<file path="src/rtl/mem_ctrl.sv">
// rtl/mem_ctrl.sv - byte-serial RAM port arbiter shared by instruction fetch and data access
//
// Ports:
//   clk, rst          clock, asynchronous active-low reset
//   rdy               global run enable; low freezes every register and masks ram_wr
//   jump_mistake      aborts an in-flight instruction fetch
//   if_req/if_addr    fetch request (always 4 bytes) -> if_done pulse + if_data
//   mem_req/mem_we/mem_size/mem_addr/mem_wdata
//                     data request (1/2/4 bytes)    -> mem_done pulse + mem_rdata
//   ram_din           byte returned by the RAM one cycle after its address
//   ram_a/ram_dout/ram_wr
//                     byte-wide RAM address, write data and write strobe
// Optional feature macro: IO_FULL_WAIT_EN adds input io_buffer_full and holds
// off stores to the I/O window (addr[17:16] == 2'b11) while the buffer is full
// and for one cycle after each completed I/O store.
module mem_ctrl (
    input  logic        clk,
    input  logic        rst,
    input  logic        rdy,
`ifdef IO_FULL_WAIT_EN
    input  logic        io_buffer_full,
`endif
    input  logic        jump_mistake,
    input  logic        if_req,
    input  logic [31:0] if_addr,
    output logic        if_done,
    output logic [31:0] if_data,
    input  logic        mem_req,
    input  logic        mem_we,
    input  logic [1:0]  mem_size,
    input  logic [31:0] mem_addr,
    input  logic [31:0] mem_wdata,
    output logic        mem_done,
    output logic [31:0] mem_rdata,
    input  logic [7:0]  ram_din,
    output logic [31:0] ram_a,
    output logic [7:0]  ram_dout,
    output logic        ram_wr
);

    typedef enum logic [1:0] {
        ST_IDLE  = 2'd0,
        ST_READ  = 2'd1,
        ST_WRITE = 2'd2
    } state_t;

    state_t      state_q, state_d;
    logic        owner_if_q, owner_if_d;
    logic [31:0] base_q, base_d;
    logic [2:0]  len_q, len_d;
    logic [2:0]  cnt_q, cnt_d;
    logic [31:0] wdata_q, wdata_d;
    logic [31:0] buf_q, buf_d;
    logic [31:0] ram_a_q, ram_a_d;
    logic [7:0]  ram_dout_q, ram_dout_d;
    logic        ram_wr_q, ram_wr_d;
    logic        if_done_q, if_done_d;
    logic        mem_done_q, mem_done_d;
    logic [31:0] if_data_q, if_data_d;
    logic [31:0] mem_rdata_q, mem_rdata_d;

    logic        arb_free;
    logic        mem_ok;
    logic        grant_mem;
    logic        grant_if;
    logic        flush;
    logic        last_rd;
    logic        last_wr;
    logic [2:0]  cnt_nx;
    logic [2:0]  mem_len;

`ifdef IO_FULL_WAIT_EN
    logic        io_wr_q, io_wr_d;
    logic        io_last_q, io_last_d;
    logic        io_gap_q, io_gap_d;
    logic        mem_is_io_wr;

    assign mem_is_io_wr = mem_we && (mem_addr[17:16] == 2'b11);
    // io_gap_q covers the cycle after the done cycle of an I/O store, while the
    // buffer's full flag has not yet caught up with that store.
    assign mem_ok       = mem_req && !(mem_is_io_wr && (io_buffer_full || io_gap_q));
`else
    assign mem_ok       = mem_req;
`endif

    // A done pulse makes its cycle dead for arbitration.
    assign arb_free  = (state_q == ST_IDLE) && !if_done_q && !mem_done_q;
    assign grant_mem = arb_free && mem_ok;
    assign grant_if  = arb_free && !grant_mem && if_req && !jump_mistake;
    assign flush     = (state_q == ST_READ) && owner_if_q && jump_mistake;
    assign mem_len   = (mem_size == 2'd0) ? 3'd1 : (mem_size == 2'd1) ? 3'd2 : 3'd4;
    assign cnt_nx    = cnt_q + 3'd1;
    // Reads lag their address by one cycle, so cnt runs to len before done.
    assign last_rd   = (cnt_q == len_q);
    assign last_wr   = (cnt_nx == len_q);

    always_ff @(posedge clk or negedge rst) begin
        if (!rst) begin
            state_q <= ST_IDLE;
        end else if (rdy) begin
            state_q <= state_d;
        end
    end

    always_comb begin
        state_d = state_q;
        case (state_q)
            ST_IDLE: begin
                if (grant_mem) begin
                    state_d = mem_we ? ST_WRITE : ST_READ;
                end else if (grant_if) begin
                    state_d = ST_READ;
                end
            end
            ST_READ: begin
                if (flush || last_rd) begin
                    state_d = ST_IDLE;
                end
            end
            ST_WRITE: begin
                if (last_wr) begin
                    state_d = ST_IDLE;
                end
            end
            default: state_d = ST_IDLE;
        endcase
    end

    always_comb begin
        owner_if_d  = owner_if_q;
        base_d      = base_q;
        len_d       = len_q;
        cnt_d       = cnt_q;
        wdata_d     = wdata_q;
        buf_d       = buf_q;
        ram_a_d     = ram_a_q;
        ram_dout_d  = ram_dout_q;
        ram_wr_d    = ram_wr_q;
        if_done_d   = 1'b0;
        mem_done_d  = 1'b0;
        if_data_d   = if_data_q;
        mem_rdata_d = mem_rdata_q;
`ifdef IO_FULL_WAIT_EN
        io_wr_d     = io_wr_q;
        io_last_d   = 1'b0;
        io_gap_d    = io_last_q;
`endif
        case (state_q)
            ST_IDLE: begin
                if (grant_mem || grant_if) begin
                    owner_if_d = grant_if;
                    base_d     = grant_mem ? mem_addr : if_addr;
                    len_d      = grant_mem ? mem_len : 3'd4;
                    cnt_d      = 3'd0;
                    wdata_d    = mem_wdata;
                    buf_d      = 32'd0;
                    ram_a_d    = base_d;
                    ram_wr_d   = grant_mem && mem_we;
                    ram_dout_d = ram_wr_d ? mem_wdata[7:0] : 8'd0;
`ifdef IO_FULL_WAIT_EN
                    io_wr_d    = grant_mem && mem_is_io_wr;
`endif
                end
            end
            ST_READ: begin
                if (!flush) begin
                    cnt_d = cnt_nx;
                    // ram_din now holds the byte addressed in the previous cycle.
                    if (cnt_q != 3'd0) begin
                        buf_d[{cnt_q[1:0] - 2'd1, 3'b000} +: 8] = ram_din;
                    end
                    if (cnt_nx < len_q) begin
                        ram_a_d = base_q + {29'd0, cnt_nx};
                    end
                    if (last_rd) begin
                        if (owner_if_q) begin
                            if_done_d = 1'b1;
                            if_data_d = buf_d;
                        end else begin
                            mem_done_d  = 1'b1;
                            mem_rdata_d = buf_d;
                        end
                    end
                end
            end
            ST_WRITE: begin
                if (last_wr) begin
                    ram_wr_d   = 1'b0;
                    mem_done_d = 1'b1;
`ifdef IO_FULL_WAIT_EN
                    io_last_d  = io_wr_q;
`endif
                end else begin
                    cnt_d      = cnt_nx;
                    ram_a_d    = base_q + {29'd0, cnt_nx};
                    ram_dout_d = wdata_q[{cnt_nx[1:0], 3'b000} +: 8];
                end
            end
            default: ;
        endcase
    end

    always_ff @(posedge clk or negedge rst) begin
        if (!rst) begin
            owner_if_q  <= 1'b0;
            base_q      <= 32'd0;
            len_q       <= 3'd0;
            cnt_q       <= 3'd0;
            wdata_q     <= 32'd0;
            buf_q       <= 32'd0;
            ram_a_q     <= 32'd0;
            ram_dout_q  <= 8'd0;
            ram_wr_q    <= 1'b0;
            if_done_q   <= 1'b0;
            mem_done_q  <= 1'b0;
            if_data_q   <= 32'd0;
            mem_rdata_q <= 32'd0;
`ifdef IO_FULL_WAIT_EN
            io_wr_q     <= 1'b0;
            io_last_q   <= 1'b0;
            io_gap_q    <= 1'b0;
`endif
        end else if (rdy) begin
            owner_if_q  <= owner_if_d;
            base_q      <= base_d;
            len_q       <= len_d;
            cnt_q       <= cnt_d;
            wdata_q     <= wdata_d;
            buf_q       <= buf_d;
            ram_a_q     <= ram_a_d;
            ram_dout_q  <= ram_dout_d;
            ram_wr_q    <= ram_wr_d;
            if_done_q   <= if_done_d;
            mem_done_q  <= mem_done_d;
            if_data_q   <= if_data_d;
            mem_rdata_q <= mem_rdata_d;
`ifdef IO_FULL_WAIT_EN
            io_wr_q     <= io_wr_d;
            io_last_q   <= io_last_d;
            io_gap_q    <= io_gap_d;
`endif
        end
    end

    // The strobe is masked directly by rdy so a frozen cycle never writes;
    // the held strobe re-issues the same byte once rdy returns.
    always_comb begin
        ram_a     = ram_a_q;
        ram_dout  = ram_dout_q;
        ram_wr    = ram_wr_q && rdy;
        if_done   = if_done_q;
        if_data   = if_data_q;
        mem_done  = mem_done_q;
        mem_rdata = mem_rdata_q;
    end

endmodule

</file>
<file path="config.mk">
export PLATFORM = sky130hd
export DESIGN_NAME = mem_ctrl
export DESIGN_NICKNAME = d
export VERILOG_FILES = /design/src/rtl/mem_ctrl.sv
export SDC_FILE = /design/constraint.sdc
export NUM_CORES = 1
export LEC_CHECK = 0
export CAP_MARGIN = 20
export CORE_MARGIN = 2
export CORE_UTILIZATION = 45
export DETAILED_ROUTE_END_ITERATION = 8
export PLACE_DENSITY = 0.85
export SYNTH_ARGS = -nofsm -noshare
export SYNTH_HDL_FRONTEND = slang
export SYNTH_SLANG_ARGS = --single-unit
export TNS_END_PERCENT = 5
</file>
<file path="constraint.sdc">
create_clock -name clk -period 3 [get_ports clk]
set_input_delay 0.6 -clock clk [delete_from_list [all_inputs] [get_ports clk]]
set_output_delay 0.6 -clock clk [all_outputs]
set_load 0.01 [all_outputs]
</file>
After elaboration in Yosys (flattened, before gate mapping) --
Cells that the tools add are included.
Storage, ports and cells: bits in registers 212
Operators by class: bitwise gates (word level) 2, add/subtract/negate cells 4, equality and inequality tests 12, $lt $le $gt $ge 1, shift operators 3, reductions and logical operators 31, mux-type cells 40
Operators with widths (number):
- 32-bit two-way mux | 8
- 32-bit one-hot mux with 3 select lines | 1
- 32-bit one-hot mux with 2 select lines | 1
- 32-bit by 3-bit adder with 32-bit output | 1
- 32-bit bitwise mux | 1
- 8-bit by 7-bit variable shift with 32-bit output, first input constant | 1
- 32-bit by 6-bit indexed part select with 8-bit output | 1
- 8-bit by 7-bit indexed part select with 32-bit output | 1
- 8-bit two-way mux | 3
- 3-bit two-way mux | 6
- 8-bit one-hot mux with 2 select lines | 1
- 4-bit AND reduction | 4
- 5-bit AND reduction | 3
- 1-bit logical AND | 10
- 1-bit two-way mux | 10
- 2-bit two-way mux | 5
- 3-bit one-hot mux with 3 select lines | 1
- 5-bit negator with 7-bit output | 1
- 3-bit == test | 2
- 2-bit by 1-bit != test with 1-bit output, second input constant | 3
- 2-bit != test, second input constant | 3
- 2-bit one-hot mux with 3 select lines | 1
- 6-bit AND reduction | 1
- 3-bit nonzero test | 2
- other kinds (13) | 22

Depth between registers and ports, before layout --
Gate-level depths: netlist (run 1).
depth in word-level cells 11, depth in mapped cells 11, depth with buffers taken out 9

Worst setup path after synthesis (run 1) --
No wires, ideal clock.
path type register to register, start point reg cnt_q[0], end point reg ram_a_q[24] (netlist: ram_a[24]), cell stages (with the launch flop) 10, path buffers 0, data arrival time 2.871 ns, setup time 0.095 ns, slack 0.033 ns, cells stage by stage dfrtp_1 > inv_2 > ha_1 > inv_1 > fa_1 > nand2b_1 > a2111oi_4 > nand4_1 > mux2i_1 > o31ai_1
Between the ends: cells in the longest elaborated chain, start to end 5, elaborated cells on any way between the ends 11, those cells by class add/sub: 2; order compare: 1; eq/ne: 3; mux: 4; reduce/logical: 1
Ends and longest elaborated chain:
- start, declared | RTL line 51 | logic [2:0] cnt_q, cnt_d;
- start signal, assigned | RTL line 227 | cnt_q <= cnt_d;
- 3-bit by 1-bit adder with 3-bit output (*) | RTL line 92 | assign cnt_nx = cnt_q + 3'd1;
- 32-bit by 3-bit adder with 32-bit output | RTL line 173, 195
- 32-bit two-way mux | RTL line 172 | if (cnt_nx < len_q) begin
- 32-bit two-way mux | RTL line 166 | if (!flush) begin
- 32-bit one-hot mux with 3 select lines | RTL line 148 | case (state_q)
- end signal, assigned | RTL line 230 | ram_a_q <= ram_a_d;
- end, declared | RTL line 54 | logic [31:0] ram_a_q, ram_a_d;
Every way passes the cells marked *; elsewhere a longest branch is shown, timed or not. The select of a mux whose other input is x is not followed. A chain may end at the register's enable or synchronous reset.

Final worst setup path (run 1) --
Ends and elaborated chain as after synthesis.

==> results.ini, run 1 <==
[grt]
grt_use_total_pct=21.4
antenna_found_initial=1
grt_max_degree=100
grt_pass1_wl_um=41500
grt_pass1_vias=8053
overflow=0

[logic_synthesis]
synth_top_area_share_pct=52.6
synth_xor_area_share_pct=2.17
muxShareOfSynthArea_pct=9.83
synthTopCellsByCount=dfrtp_1, nand2_1, o21ai_0, a22oi_1, mux2_2
synthFlopType=dfrtp_1
synthTopCellsByArea=dfrtp_1, o21ai_0, nand2_1
synth_nets=1068
postSynthCellCount=938
synth_most_common_cell=dfrtp_1
synthAdderAreaFrac_pct=2.18
postSynth.asyncResetShare_pct=100
synth_edf_count=0
synth_top_family_by_area=compound AO/OA/AOI/OAI gates
synth_warnings=0
synth-simple-area-share_pct=13.2
syn_area_per_cell_um2=10.7
yosys_register_bits=212
synth_area_um2=10100
yosysTopAreaCell=dfrtp_1
synth-compound-area-share_pct=16.6
synth.distinct_cells=58
seq_area_frac_synth_pct=52.6

[detailed_routing]
drt_iter0_drc=521
ant_nets=0
wl_um=25500
wl_per_cell_um=17.7
vias_per_cell=5.59
drtPass1Iterations=6
vias=8061
drc_errors=0

[clocking]
clock-root-buffer=clkbuf_16
post_cts_resized=0
cts_tree=built
h-tree-depth=1
cts_buffer_depth=3
cts_sinks=212
numCtsBuffers=23
path_clk_slew_ns=0.06
clock_latency_ns=0.52

[floorplanning]
die_w_um=154
ios=220
die_y_um=154
rows=54
coreArea_um2=21900
die-area_um2=23600
initial_core_util_pct=46.0

[worst_setup_path]
crit_required_ns=3.43
startpoint_type=flop
worstSetupPathType=flop to flop
crit_arrival_ns=3.22
cp-end-kind=flop
worstPathMaxFanout=7

[power]
leakagePower_nw=5.57
ir_worst_vdd_mv=0.593
p_per_area_nw_per_um2=867

[sta]
holdWs_ns=0.127
period_minus_slack_ns=2.79
hold_viol_final=0
drv_slew=0
finalSetupTns_ns=0
rsz0062_at_grt=false
fmax_mhz=358
finalCritPeriodShare_pct=93.0
setup_viol=0
tightest_slew_ns=0.705
fin_worst_skew_ns=0.0157
max_slew_margin_pct=53.0
finalWorstSetupSlack_ns=0.210

[place]
pre_cts_ws_ns=0.111
gp_congestion=0.850
dpl.cell_count=1400
port_buffers=219
hpwl_um=18000

[outcome]
status=completed

[hold_path]
hp-class=input port to asynchronous set/reset pin

[layout]
drive_above_1_share_pct=11.4
utilization_pct=60.9
area_growth_pct=32.3
nNetsFinal=1275
insertedDiodeCount=0
instances_no_fill=1442

[run]
drv_cap=0

[state kept, by name, summed over array words and instances, names as in the netlist, 3 cells and up]
name       count
base_q        32
buf_q         32
cnt_q          3
if_data       32
len_q          3
mem_rdata     32
ram_a         32
ram_dout       8
wdata_q       32
[timing repair]
action,in CTS,in global routing
endpoints found under the setup margin,0,1
hold buffers,0,0
buffers inserted,0,0
[per-stage QoR]
stage               cell area (um2)  power (mW)
detailed placement            12600        8.70
global route                  13300        12.3
global placement              12600        8.53
CTS                           13300        11.6
finish                        13300        11.6
floorplan                     10100        7.04
[kinds of logic after synthesis]
logic type               Yosys count
buffers and inverters             76
XOR/XNOR                          25
flip-flops                       212
AO/OA/AOI/OAI                    256
multiplexers                      84
adder cells (fa/ha/maj)           17
AND/OR/NAND/NOR                  268
[final timing paths]
| kind | from | endpoint | slack, ns | depth (start not counted) |
|---|---|---|---|---|
| min reg2reg | ram_a[5] | ram_a[5] | 0.48 | 2 |
| min | rst | if_data[18] | 0.13 | 1 |
| max reg2reg | cnt_q[0] | ram_a[24] | 0.21 | 9 |
| max in group asynchronous | rst | ram_a[13] | 2.05 | 2 |
| max | cnt_q[0] | ram_a[24] | 0.21 | 9 |
| min in group clk | ram_a[5] | ram_a[5] | 0.48 | 2 |
[critical path, stage by stage, from the launching register on]
cell and delay (ns):
dfrtp_1 0.38, inv_2 0.09, ha_1 0.31, inv_1 0.10, fa_1 0.44, nand2b_1 0.30, a2111oi_4 0.55, nand4_1 0.18
mux2i_1 0.15, o31ai_1 0.21
[power by group]
| part | switching, mW | internal (mW) | leakage (nW) | total (mW) |
|---|---|---|---|---|
| combinational | 2.31 | 2.06 | 2.43 | 4.37 |
| clock | 1.14 | 1.75 | 0.378 | 2.89 |
| sequential | 0.631 | 3.66 | 2.76 | 4.29 |
| total | 4.09 | 7.47 | 5.57 | 11.6 |
[final cells by class]
class	count	area (um2)
Clock buffer	31	636
Fill cell	1727	8560
Tap cell	280	350
Clock inverter	11	139
Sequential cell	212	5310
Timing Repair Buffer	240	2390
Multi-Input combinational cell	650	4440
Inverter	18	67.6
[layout by cell type (no fill, tap or decap), drive strengths merged, types with 21 or more instances in the layout]
cell type and n:
a22oi 40, a22o 34, dfrtp 212, clkdlybuf4s50 218
clkbuf 32, o21ai 129, nand2 165, mux2 40
mux2i 36, buf 21
[layer usage]
| layer | vias up | track usage [%] | part of all wire [%] |
|---|---|---|---|
| li1 | 3768 | - | - |
| met1 | 3925 | 26.6 | 40 |
| met2 | 311 | 37.5 | 50 |
| met3 | 55 | 4.59 | 7.2 |
| met4 | 2 | 6.42 | 2.7 |
| met5 | - | 0 | 0.059 |
(Power assumes the default switching activity.)
==> run 2, diff against run 1 <==
==> constraint.sdc (replaced) <==
create_clock -name clk -period 2.4 [get_ports clk]
set_input_delay 0.48 -clock clk [delete_from_list [all_inputs] [get_ports clk]]
set_output_delay 0.48 -clock clk [all_outputs]
set_load 0.01 [all_outputs]
==> run 2 against run 1 <==
Net effect: global-route usage grew 1.4 points; wire length increased by 6.0%; clock skew down 0.0040 ns; combinational power rose by 38%; first-iteration DRC count rose by 17%; worst hold slack improved by 0.35 ns; cell count grew 2.7%; cell area up 3.7%; maximum frequency grew 15%; sequential share of layout area decreased by 1.4 points; critical path depth is 3 higher; power rose by 30%; the flow now finishes with violations (negative setup slack).
==> results.ini, run 2 (same netlist as run 1, synthesis figures left out) <==
[floorplanning]
rows=54  ; unchanged
coreArea_um2=21900  ; unchanged
die_y_um=154  ; unchanged
initial_core_util_pct=46.0  ; unchanged
die-area_um2=23600  ; unchanged
die_w_um=154  ; unchanged
ios=220  ; unchanged

[sta]
finalWorstSetupSlack_ns=-0.0169  ; -0.226 ns
finalSetupTns_ns=-0.0340  ; -0.0340 ns
setup_viol=3  ; +3
period_minus_slack_ns=2.42  ; -0.374 ns
max_slew_margin_pct=65.0  ; +12 points
rsz0062_at_grt=true
finalCritPeriodShare_pct=101  ; +7.7 points
fmax_mhz=414  ; +15%
drv_slew=0  ; unchanged
fin_worst_skew_ns=0.0117  ; -0.00398 ns
holdWs_ns=0.478  ; +0.351 ns
hold_viol_final=0  ; unchanged
tightest_slew_ns=0.524  ; -0.182 ns

[detailed_routing]
drc_errors=0  ; unchanged
wl_per_cell_um=18.3  ; +3.3%
ant_nets=0  ; unchanged
drtPass1Iterations=5  ; -1
vias_per_cell=5.60  ; +0.22%
vias=8297  ; +2.9%
wl_um=27000  ; +6.0%
drt_iter0_drc=608  ; +17%

[layout]
layout_commonest_cell=clkdlybuf4s50_1
fillerInstances=1693  ; -2.0%
insertedDiodeCount=0  ; unchanged
layout_common_cells=clkdlybuf4s50_1, dfrtp_1, nand2_1
drive_above_1_share_pct=15.7  ; +4.3 points
nNetsFinal=1317  ; +3.3%
area_growth_pct=37.2

[power]
p_seq_share_pct=36.0  ; -1.2 points
switchingPower_mw=5.31  ; +30%
switching_share_pct=35.3  ; -0.071 points
p_clk_share_pct=23.8  ; -1.2 points
p_int_mw=9.74  ; +30%
p_comb_share_pct=40.2  ; +2.3 points
report.power.total_mw=15.1  ; +30%
ir_worst_vdd_mv=0.786  ; +33%
p_per_area_nw_per_um2=1090  ; +26%
leakagePower_nw=5.81  ; +4.3%

[place]
port_buffers=219  ; unchanged
hpwl_um=19000  ; +5.9%
gp_congestion=0.847  ; -0.33%
pre_cts_ws_ns=-0.0888  ; -0.200 ns

[grt]
grt_use_total_pct=22.7  ; +1.4 points
grt_pass1_wl_um=43800  ; +5.6%
overflow=0  ; unchanged
antenna_found_initial=0  ; -1
grt_pass1_vias=8424  ; +4.6%
grt_max_degree=66  ; -34%

[outcome]
violations=negative setup slack
status=finished with violations

[clocking]
clock-root-buffer=clkbuf_16
cts_sinks=212  ; unchanged
clock_latency_ns=0.51  ; about the same
path_clk_slew_ns=0.06  ; about the same
numCtsBuffers=24  ; +4.3%
h-tree-depth=1  ; unchanged
cts_buffer_depth=3  ; unchanged
cts_tree=built

[worst_setup_path]
startpoint_type=flop
crit_arrival_ns=2.85  ; -0.37 ns
cp-end-kind=flop
worstSetupPathType=flop to flop
worstPathMaxFanout=8  ; +1
crit_required_ns=2.83  ; -0.60 ns

[run]
drv_cap=0  ; unchanged

[hold_path]
hp-class=flop to flop

## run 2: path summary, 6_finish.rpt
path | from | endpoint | slack, ns | depth (start not counted)
worst min-delay path | ram_a[5] | ram_a[5] | 0.48 | 2
worst min register to register | ram_a[5] | ram_a[5] | 0.48 | 2
worst max register to register | cnt_q[0] | ram_a[13] | -0.02 | 12
min in group asynchronous | rst | mem_rdata[15] | 0.49 | 2
max in group asynchronous | rst | cnt_q[0] | 1.17 | 3
worst max-delay path | cnt_q[0] | ram_a[13] | -0.02 | 12
## run 2: power by group through the flow
stage / sequential (mW) / combinational [mW] / clock (mW)
after floorplan: 5.39 / 3.46 / 0
after global placement: 5.39 / 5.63 / 0
after detailed placement: 5.42 / 5.86 / 0
after CTS: 5.39 / 5.90 / 3.63
after global routing: 5.54 / 6.63 / 3.77
final: 5.41 / 6.05 / 3.59
## run 2: layout make-up
| class | instances | area (um2) | share of cell area [%] |
|---|---|---|---|
| clock inverter | 4 | 45.0 | 0.326 |
| timing repair buffer | 281 | 2790 | 20.2 |
| multi-input combinational | 650 | 4540 | 32.8 |
| clock buffer | 36 | 727 | 5.26 |
| tap | 280 | 350 | 2.53 |
| inverter | 18 | 72.6 | 0.525 |
| sequential | 212 | 5310 | 38.4 |
## run 2: routing by layer
metal	GRT usage, %	wire, um
met3	4.96	1880
met5	0	0
met1	29.8	11300
met4	6.03	571
met2	38.4	13300
## run 2: worst max-delay path, cell delays in order, from the launching register on
cell and delay, ns:
dfrtp_2 0.44, ha_2 0.20, nand2b_1 0.11, nand2_2 0.11, ha_4 0.29, a21oi_1 0.06, buf_4 0.15, a211oi_4 0.30
buf_12 0.16, buf_4 0.11, nand3_1 0.09, xor2_1 0.17, o211ai_1 0.15
## run 2: what timing repair did
item,in CTS,in global routing
pin swaps,1,4
hold buffers,1,0
cloned,0,1
endpoints found under the hold margin,48,0
gates resized for setup,4,15
setup buffers,0,3
setup endpoints to repair,15,71
## run 2: stage by stage
stage | cells | cell area [um2] | utilization (%)
global placement | 1436 | 12900 | 59.0
finish | 1481 | 13800 | 63.2
detailed placement | 1436 | 12900 | 59.0
floorplan | 938 | 10100 | -
CTS | 1477 | 13700 | 62.6
global route | 1481 | 13800 | 63.2
==> run 3, diff against run 2 <==
--- a/config.mk
+++ b/config.mk
@@ -5,7 +5,7 @@
 export SDC_FILE = /design/constraint.sdc
 export NUM_CORES = 1
 export LEC_CHECK = 0
-export CAP_MARGIN = 20
+export CAP_MARGIN = 5
 export CORE_MARGIN = 2
 export CORE_UTILIZATION = 45
 export DETAILED_ROUTE_END_ITERATION = 8
==> results of run 3 <==
No change in the layout: final DEF, timing and power equal those of run 2.
